$ cat src/rtl/pim_arb_pkg.sv
// Shared types and default sizing for the PIM arbiter.
package pim_arb_pkg;

  localparam int DEF_INSTR_W = 45;
  localparam int DEF_DATA_W  = 32;
  localparam int DEF_TIMEOUT = 1024;

  typedef enum logic [1:0] {
    IDLE    = 2'd0,
    ISSUE   = 2'd1,
    WAIT_LO = 2'd2,
    WAIT_HI = 2'd3
  } arb_state_e;

endpackage

$ cat src/rtl/pim_arbiter_rr_picker.sv
// Combinational round-robin picker: first requester at or after ptr (mod NREQ) wins.
module rr_picker #(
  parameter int NREQ = 4,
  parameter int PW   = (NREQ > 1) ? $clog2(NREQ) : 1
) (
  input  logic [NREQ-1:0] req,
  input  logic [PW-1:0]   ptr,
  output logic [NREQ-1:0] winner,
  output logic [PW-1:0]   index,
  output logic            any
);

  int unsigned idx;

  always_comb begin
    winner = '0;
    index  = '0;
    any    = 1'b0;
    idx    = 0;
    for (int k = 0; k < NREQ; k++) begin
      idx = (32'(ptr) + 32'(k)) % 32'(NREQ);
      if (!any && req[idx]) begin
        any         = 1'b1;
        winner[idx] = 1'b1;
        index       = PW'(idx);
      end
    end
  end

endmodule

$ cat src/rtl/pim_arbiter.sv
// Round-robin arbiter/sequencer sharing one PIM among NREQ requesters.
// Optional watchdog abort compiled in with `define PIM_ARB_WATCHDOG_EN.
//
// state   | meaning
// IDLE    | arbitrate; winner latched, gnt + operation_enable issued on exit
// ISSUE   | operation_enable high for this single cycle
// WAIT_LO | wait for the PIM to drop ready (operation accepted)
// WAIT_HI | wait for ready to return; capture data_out, pulse done
module pim_arbiter
  import pim_arb_pkg::*;
#(
  parameter int NREQ    = 4,
  parameter int INSTR_W = DEF_INSTR_W,
  parameter int DATA_W  = DEF_DATA_W,
  parameter int TIMEOUT = DEF_TIMEOUT
) (
  input  logic                    clk,
  input  logic                    rst,
  input  logic [NREQ-1:0]         req,
  input  logic [NREQ*INSTR_W-1:0] instr,
  output logic [NREQ-1:0]         gnt,
  output logic [NREQ-1:0]         done,
  output logic [DATA_W-1:0]       rsp_data,
  output logic                    err,
  output logic [INSTR_W-1:0]      pim_instruction,
  output logic                    pim_operation_enable,
  input  logic                    pim_ready,
  input  logic [DATA_W-1:0]       pim_data_out
);

  localparam int PW = (NREQ > 1) ? $clog2(NREQ) : 1;

  if (NREQ < 2 || NREQ > 8) begin : g_bad_nreq
    $error("pim_arbiter: NREQ must be in 2..8");
  end
  if (TIMEOUT < 2) begin : g_bad_timeout
    $error("pim_arbiter: TIMEOUT must be at least 2");
  end

  arb_state_e          state, state_nxt;
  logic [PW-1:0]       ptr, ptr_nxt;
  logic [PW-1:0]       owner, owner_nxt;
  logic [NREQ-1:0]     gnt_nxt, done_nxt;
  logic [INSTR_W-1:0]  instr_nxt;
  logic [DATA_W-1:0]   rsp_nxt;
  logic                op_en_nxt;

  logic [NREQ-1:0]     win_onehot;
  logic [PW-1:0]       win_idx;
  logic                win_any;

`ifdef PIM_ARB_WATCHDOG_EN
  localparam int CW = $clog2(TIMEOUT) + 1;
  logic [CW-1:0] wd_cnt, wd_cnt_nxt;
  logic          err_nxt;
`endif

  rr_picker #(
    .NREQ (NREQ),
    .PW   (PW)
  ) u_picker (
    .req    (req),
    .ptr    (ptr),
    .winner (win_onehot),
    .index  (win_idx),
    .any    (win_any)
  );

  always_comb begin
    state_nxt = state;
    ptr_nxt   = ptr;
    owner_nxt = owner;
    gnt_nxt   = '0;
    done_nxt  = '0;
    instr_nxt = pim_instruction;
    rsp_nxt   = rsp_data;
    op_en_nxt = 1'b0;
`ifdef PIM_ARB_WATCHDOG_EN
    err_nxt    = 1'b0;
    wd_cnt_nxt = (state == IDLE) ? '0 : wd_cnt + CW'(1);
`endif

    case (state)
      IDLE: begin
        if (win_any) begin
          state_nxt = ISSUE;
          owner_nxt = win_idx;
          gnt_nxt   = win_onehot;
          op_en_nxt = 1'b1;
          instr_nxt = instr[win_idx*INSTR_W +: INSTR_W];
          ptr_nxt   = (win_idx == PW'(NREQ-1)) ? '0 : win_idx + PW'(1);
        end
      end
      ISSUE: begin
        state_nxt = WAIT_LO;
      end
      WAIT_LO: begin
        if (!pim_ready) state_nxt = WAIT_HI;
      end
      WAIT_HI: begin
        if (pim_ready) begin
          state_nxt = IDLE;
          done_nxt  = NREQ'(1) << owner;
          rsp_nxt   = pim_data_out;
        end
      end
      default: state_nxt = IDLE;
    endcase

`ifdef PIM_ARB_WATCHDOG_EN
    // Counter is 0 in ISSUE, so TIMEOUT-1 lands the done exactly TIMEOUT cycles after ISSUE.
    if ((state == WAIT_LO || state == WAIT_HI) && wd_cnt == CW'(TIMEOUT-1)
        && !(state == WAIT_HI && pim_ready)) begin
      state_nxt = IDLE;
      done_nxt  = NREQ'(1) << owner;
      rsp_nxt   = '0;
      err_nxt   = 1'b1;
    end
`endif
  end

  always_ff @(posedge clk or negedge rst) begin
    if (!rst) begin
      state                <= IDLE;
      ptr                  <= '0;
      owner                <= '0;
      gnt                  <= '0;
      done                 <= '0;
      rsp_data             <= '0;
      pim_instruction      <= '0;
      pim_operation_enable <= 1'b0;
    end else begin
      state                <= state_nxt;
      ptr                  <= ptr_nxt;
      owner                <= owner_nxt;
      gnt                  <= gnt_nxt;
      done                 <= done_nxt;
      rsp_data             <= rsp_nxt;
      pim_instruction      <= instr_nxt;
      pim_operation_enable <= op_en_nxt;
    end
  end

`ifdef PIM_ARB_WATCHDOG_EN
  always_ff @(posedge clk or negedge rst) begin
    if (!rst) begin
      wd_cnt <= '0;
      err    <= 1'b0;
    end else begin
      wd_cnt <= wd_cnt_nxt;
      err    <= err_nxt;
    end
  end
`else
  assign err = 1'b0;
`endif

endmodule

$ cat config.mk
export PLATFORM = sky130hd
export DESIGN_NAME = pim_arbiter
export DESIGN_NICKNAME = d
export VERILOG_FILES = /design/src/rtl/pim_arb_pkg.sv /design/src/rtl/pim_arbiter_rr_picker.sv /design/src/rtl/pim_arbiter.sv
export SDC_FILE = /design/constraint.sdc
export NUM_CORES = 1
export LEC_CHECK = 0
export CORE_ASPECT_RATIO = 2
export CORE_MARGIN = 5
export CORE_UTILIZATION = 40
export CTS_CLUSTER_DIAMETER = 150
export DETAILED_ROUTE_END_ITERATION = 7
export HOLD_SLACK_MARGIN = 0.08
export PLACE_DENSITY = 0.84
export SYNTH_ARGS = -nofsm -noshare
export SYNTH_HDL_FRONTEND = slang
export SYNTH_SLANG_ARGS = --single-unit
$ cat constraint.sdc
create_clock -name clk -period 3.4 [get_ports clk]
set_input_delay 0.51 -clock clk [delete_from_list [all_inputs] [get_ports clk]]
set_output_delay 0.51 -clock clk [all_outputs]
set_load 0.005 [all_outputs]
==> summary.txt, run 1 <==
Outcome
  • Status: finished clean

Flow run
  • Number of max-cap violations: 0

Finish
  • Layout cells sized above 1: 10.1%
  • Commonest non-fill, non-tap cell in the layout: clkdlybuf4s50_1
  • Nets: 1,065
  • FILL cells: 1,093
  • Commonest non-fill, non-tap cells in the layout: clkdlybuf4s50_1, dfrtp_1, o221ai_1
  • Area Overhead vs Synth: 63.2%

Clock network
  • CTS buffer count: 9
  • Root Driver: clkbuf_16
  • H-Tree Depth: 3
  • Clk_lat worst skew: 0.35 ns
  • Cts hold-fix bufs: 0
  • Post-CTS Repair Setup Buffers: 0
  • Cts repair resizes: 0
  • CTS tree: done
  • Maximum clock insertion buffer count: 2
  • Clk slew on worst S/H paths: ~0.07 ns
  • Clock Sinks: between 90 and 100

Setup path
  • Slowest CP cell: o211ai_1
  • CP most frequent cell: buf_4
  • Crit path from: ptr[0]
  • Worst r2r src: ptr[0]
  • Critical Path RT: 3.65 ns
  • Max FO, Critical Path: 18
  • CP Capture Type: flip-flop
  • Arr. time, crit path: 3.11 ns
  • CP startpoint kind: flip-flop
  • Critical Path, Cell by Cell: inv_1 -> ha_1 -> nand4b_1 -> o211ai_1 -> o21ai_0 -> buf_4 -> or2_2 -> buf_4 -> o221ai_1
  • CP max stage delay: 0.43 ns
  • CP Class: reg2reg

Placement
  • DP Wirelength: 16,500 um
  • Place WS: 0.281 ns
  • Port bufs: 304
  • Final RePlAce weighted congestion: 0.842

STA
  • Fin. max-slew vios: 0
  • Max Clock Freq: 351 MHz
  • RSZ-0062 raised after global routing: no
  • Worst Slack Setup Final: 0.547 ns
  • Tcrit/Tclk final: between 80% and 90%
  • Final Skew: 0.0107 ns
  • # setup viols final: 0
  • Worst Tran Pin Value: 0.660 ns
  • Slew headroom: 56.0%
  • Final setup TNS: 0 ns
  • Final worst path period need: 2.85 ns
  • Hold Violations, Final: 0

Route
  • Drt wl/cell: around 21 um
  • DRT antenna net count: 0
  • Via count: 5,971
  • Detailed-route wire length: 22,000 um
  • # DRC: 0
  • 1st-pass router iterations: 5
  • Vias per cell: 5.79
  • Initial drt markers: between 200 and 250

Floorplanning
  • Initial Util: 40.5%
  • Die Wd: 93.6 um
  • Core area: 13,800 um2
  • Top-Level Pins: about 310
  • Row cnt: 61
  • Die height: 177 um
  • Full die area: approximately 17,000 um2

Synthesis
  • Synth Cell Area: around 5600 um2
  • Mapped Cells: about 560
  • Sequential-to-total area share from yosys stat: roughly two fifths
  • Synth top area cells: dfrtp_1, o221ai_1, mux2i_1
  • Synth Register Bits: just over 90
  • Syn nets: slightly below 800
  • Top-area cell type share of the netlist area: 41.2%
  • Post-synthesis average cell area: roughly 10 um2
  • Syn. warnings: 0
  • Cell taking the most area after synthesis: dfrtp_1
  • Synth cell types: 39

Pwr
  • Final Total Pwr: 8.32 mW
  • Cell Pwr Density: between 900 and 1000 nW/um2
  • Peak supply drop: 0.787 mV
  • Leak Pwr: 3.75 nW

GRT
  • First-pass GRT wire length: between 30,000 and 40,000 um
  • Overall routing resource usage: 26.2%
  • Vias in the first global route: 6,170
  • Initial antenna violation count: 1
  • Largest net degree at the start of global routing: 51
  • Overflow after GRT: 0

Min path
  • Worst hold path type: in2async
==> final cells by class <==
| class | count | area [um2] | share of cell area (%) |
|---|---|---|---|
| tap | 189 | 236 | 2.59 |
| clock inverter | 7 | 80.1 | 0.878 |
| inverter | 5 | 18.8 | 0.206 |
| multi-input combinational | 400 | 2980 | 32.7 |
| antenna | 1 | 2.50 | 0.0274 |
| sequential | 92 | 2300 | 25.3 |
| timing repair buffer | 328 | 3270 | 35.9 |
| clock buffer | 9 | 225 | 2.47 |
==> path summary, 6_finish.rpt <==
check | endpoint | slack, ns | cells past startpoint
setup / recovery | pim_instruction[42] | 0.55 | 9
hold / removal | gnt[1] | 0.19 | 1
setup reg to reg | pim_instruction[42] | 0.55 | 9
hold reg to reg | pim_instruction[9] | 0.49 | 2
max in group asynchronous | rsp_data[9] | 2.53 | 2
min in group clk | pim_instruction[9] | 0.49 | 2
==> per-layer routing <==
layer  global-route usage [%]  vias to the layer above  wire length, um
met3                     5.57                       44             1590
met2                     48.3                      319            12000
met5                        0                        -                0
met4                     11.0                        0              796
li1                         -                     2710                -
met1                     28.2                     2898             7570
==> Yosys cell counts <==
| cell type | instances |
|---|---|
| dfrtp_1 | 92 |
| o221ai_1 | 80 |
| nand3_1 | 71 |
| mux2i_1 | 60 |
| nand2_1 | 57 |
| o21ai_0 | 42 |
| clkbuf_1 | 34 |
| mux2_2 | 34 |
| buf_2 | 13 |
| ha_1 | 10 |
| buf_4 | 6 |
| nor3_1 | 6 |
| a21oi_1 | 5 |
| inv_1 | 5 |
| a221o_1 | 4 |
| buf_1 | 3 |
| mux4_2 | 3 |
| nand2b_1 | 3 |
| nor3b_1 | 3 |
| nor4_1 | 3 |
| buf_8 | 2 |
| nor2_1 | 2 |
| nor2b_1 | 2 |
| o211ai_1 | 2 |
| a211o_1 | 1 |
| a211oi_1 | 1 |
| a221oi_1 | 1 |
| and3b_1 | 1 |
| and4_1 | 1 |
| buf_12 | 1 |
| buf_6 | 1 |
| conb_1 | 1 |
| nand4b_1 | 1 |
| o21ai_1 | 1 |
| o31a_2 | 1 |
| o32a_1 | 1 |
| o41ai_2 | 1 |
| or2_2 | 1 |
| xor2_1 | 1 |
==> registers in the layout (all words and copies together), names as in the netlist <==
signal / flops
gnt: 4
done: 4
rsp_data: 32
owner: 2
pim_instruction: 45
state: 2
pim_operation_enable: 1
ptr: 2
==> metrics by stage <==
stage,util [%],hold WS [ns],instances,instance area [um2]
2_1_floorplan,-,0.214,557,5590
3_3_place_gp,63.8,0.467,1014,8810
3_5_place_dp,63.8,0.477,1014,8810
4_1_cts,66.0,0.204,1030,9120
5_1_grt,66.0,0.231,1031,9120
6_report,66.0,0.188,1031,9120
==> power breakdown <==
part | switching [mW] | total, mW | internal, mW
registers | 0.291 | 1.94 | 1.65
clock network | 0.499 | 1.02 | 0.524
logic | 2.66 | 5.35 | 2.70
==> logic make-up after synthesis <==
family	Yosys count	synth area share [%]
AO/OA/AOI/OAI	140	18.9
XOR/XNOR	1	0.157
adder cells (fa/ha/maj)	10	2.24
buffers and inverters	65	5.89
flip-flops	92	41.2
multiplexers	97	18.8
other	1	0.0671
AND/OR/NAND/NOR	151	12.7
==> critical path: cells and delay by family, from the launching register on <==
| family | cells | cell delay [ns] |
|---|---|---|
| flip-flops | 1 | 0.40 |
| buffers and inverters | 3 | 0.61 |
| AND/OR/NAND/NOR | 2 | 0.53 |
| adder cells (fa/ha/maj) | 1 | 0.39 |
| AO/OA/AOI/OAI | 3 | 0.83 |
No activity file was read; power rests on OpenSTA's default activity.
==> run 2, diff against run 1 <==
- clock period: 3.4 -> 2.7 ns (I/O delays scaled with it)
==> summary.txt, run 2 (synthesized netlist as in run 1, its figures left out) <==
Finish
  • Layout cells sized above 1: between 10% and 20%
  • FILL cells: 1,074
  • Nets: 1,081
  • Max reg flops: 45
  • Largest regs: pim_instruction: 45 flops, rsp_data: 32 flops
  • Commonest non-fill, non-tap cells in the layout: clkdlybuf4s50_1, dfrtp_1, o221ai_1
  • Area Overhead vs Synth: 66.9%
  • Commonest non-fill, non-tap cell in the layout: clkdlybuf4s50_1
  • Antenna diodes: 0
  • Most flops, register: pim_instruction
  • Finished Layout Cells: roughly 1,000

GRT
  • First-pass GRT wire length: between 30,000 and 40,000 um
  • Initial antenna violation count: 1
  • Overall routing resource usage: 26.2%
  • Largest net degree at the start of global routing: 65
  • Overflow after GRT: 0
  • Vias in the first global route: around 6,200

Floorplanning
  • Initial Util: 40.5%
  • Full die area: 16,600 um2
  • Core area: between 10,000 and 15,000 um2
  • Die Wd: 93.6 um
  • Top-Level Pins: between 300 and 400
  • Row cnt: 61
  • Die height: 177 um

STA
  • Fin. max-slew vios: 0
  • Final worst path period need: 2.60 ns
  • Tcrit/Tclk final: between 90% and 100%
  • Slew headroom: 66.7%
  • # setup viols final: 0
  • RSZ-0062 raised after global routing: no
  • Worst Tran Pin Value: between 0.4 and 0.5 ns
  • Hold Violations, Final: 0
  • Final Skew: 0.00957 ns
  • Min Hold Slack: between 0.4 and 0.5 ns
  • Max Clock Freq: roughly 380 MHz

Clock network
  • CTS buffer count: 9
  • Maximum clock insertion buffer count: 2
  • Clk slew on worst S/H paths: 0.08 ns
  • CTS tree: done
  • Clk_lat worst skew: 0.34 ns
  • Post-CTS Repair Setup Buffers: 0
  • Clock Sinks: between 90 and 100
  • Root Driver: clkbuf_16
  • H-Tree Depth: 3

Setup path
  • Critical Path RT: 2.95 ns
  • CP startpoint kind: flip-flop
  • CP Capture Type: flip-flop
  • CP Class: reg2reg
  • Arr. time, crit path: 2.85 ns
  • Max FO, Critical Path: 24
  • Reg2reg path depth: 10

Route
  • 1st-pass router iterations: 4
  • DRT antenna net count: 0
  • Via count: 6,041
  • Vias per cell: 5.78
  • Drt wl/cell: 21.5 um
  • Initial drt markers: between 300 and 400
  • # DRC: 0
  • Detailed-route wire length: 22,500 um

Min path
  • Worst hold path type: reg2reg
  • Hold Path Stages: 2

Placement
  • Port bufs: 304
  • Final RePlAce weighted congestion: between 0.8 and 0.9
  • DP Wirelength: 17,300 um
  • Placed cells: a little over 1,000

Pwr
  • Final Total Pwr: 10.8 mW
  • Cell Pwr Density: roughly 1200 nW/um2
  • Leak Pwr: 3.86 nW
  • Peak supply drop: 0.818 mV

Outcome
  • Status: finished clean

Flow run
  • Number of max-cap violations: 0
-- run 2: cell count changes in the layout (fill, tap and decap cells not counted), sizes merged --
cell	before	now
buf	25	40
clkinv	3	2
clkinvlp	1	0
diode	1	0
dlygate4sd3	0	1
inv	8	10
-- run 2: worst paths after layout --
| path | start | to | slack [ns] |
|---|---|---|---|
| max in group asynchronous | rst | pim_instruction[12] | 1.45 |
| hold / removal | pim_instruction[11] | pim_instruction[11] | 0.49 |
| min in group asynchronous | rst | pim_instruction[41] | 0.54 |
| hold reg to reg | pim_instruction[11] | pim_instruction[11] | 0.49 |
| setup / recovery | ptr[0] | pim_instruction[8] | 0.10 |
| setup reg to reg | ptr[0] | pim_instruction[8] | 0.10 |
-- run 2: worst max-delay path, cell delays in order, from the launching register on --
cell and delay (ns):
dfrtp_2 0.50, inv_4 0.10, ha_4 0.33, mux4_2 0.32, buf_4 0.18, nor2b_4 0.13, buf_4 0.28, o21ai_0 0.12
nand3_1 0.10, o221ai_1 0.21, o221ai_1 0.24
-- run 2: final cells by class --
cell class                      instances  area, um2  share of cell area, %
Clock buffer                            9        225                   2.41
Clock inverter                          7       76.3                  0.818
Inverter                                5       21.3                  0.228
Multi-Input combinational cell        400       3010                   32.3
Sequential cell                        92       2300                   24.7
Tap cell                              189        236                   2.54
Timing Repair Buffer                  344       3460                   37.1
-- run 2: power breakdown --
group | internal (mW) | switching (mW) | total (mW) | leakage [nW]
clock | 0.661 | 0.628 | 1.29 | 0.149
sequential | 2.08 | 0.379 | 2.45 | 1.13
combinational | 3.67 | 3.42 | 7.09 | 2.59
-- run 2: timing repair --
item | CTS | global route
hold endpoints to repair | 28 | 0
gates resized for setup | 0 | 1
setup endpoints to repair | 0 | 1
hold buffers | 1 | 0
-- run 2: stage by stage --
| step | cell area [um2] | setup TNS [ns] | setup slack [ns] | utilization [%] |
|---|---|---|---|---|
| after floorplan | 5630 | 0 | 0.00274 | - |
| after global placement | 9010 | -0.545 | -0.0334 | 65.2 |
| after detailed placement | 9010 | -2.61 | -0.123 | 65.2 |
| after CTS | 9320 | 0 | 0.137 | 67.5 |
| after global routing | 9330 | 0 | 0.00376 | 67.5 |
| final | 9330 | 0 | 0.101 | 67.5 |
-- run 2: layer usage --
metal / track usage (%) / up-vias / share of wire (%) / wire length (um)
met5: 0 / - / 0.058 / 13
met2: 48.2 / 340 / 54 / 12100
li1: - / 2743 / - / -
met3: 5.79 / 57 / 8.6 / 1930
met4: 12.5 / 2 / 4.2 / 952
met1: 27.6 / 2899 / 33 / 7510
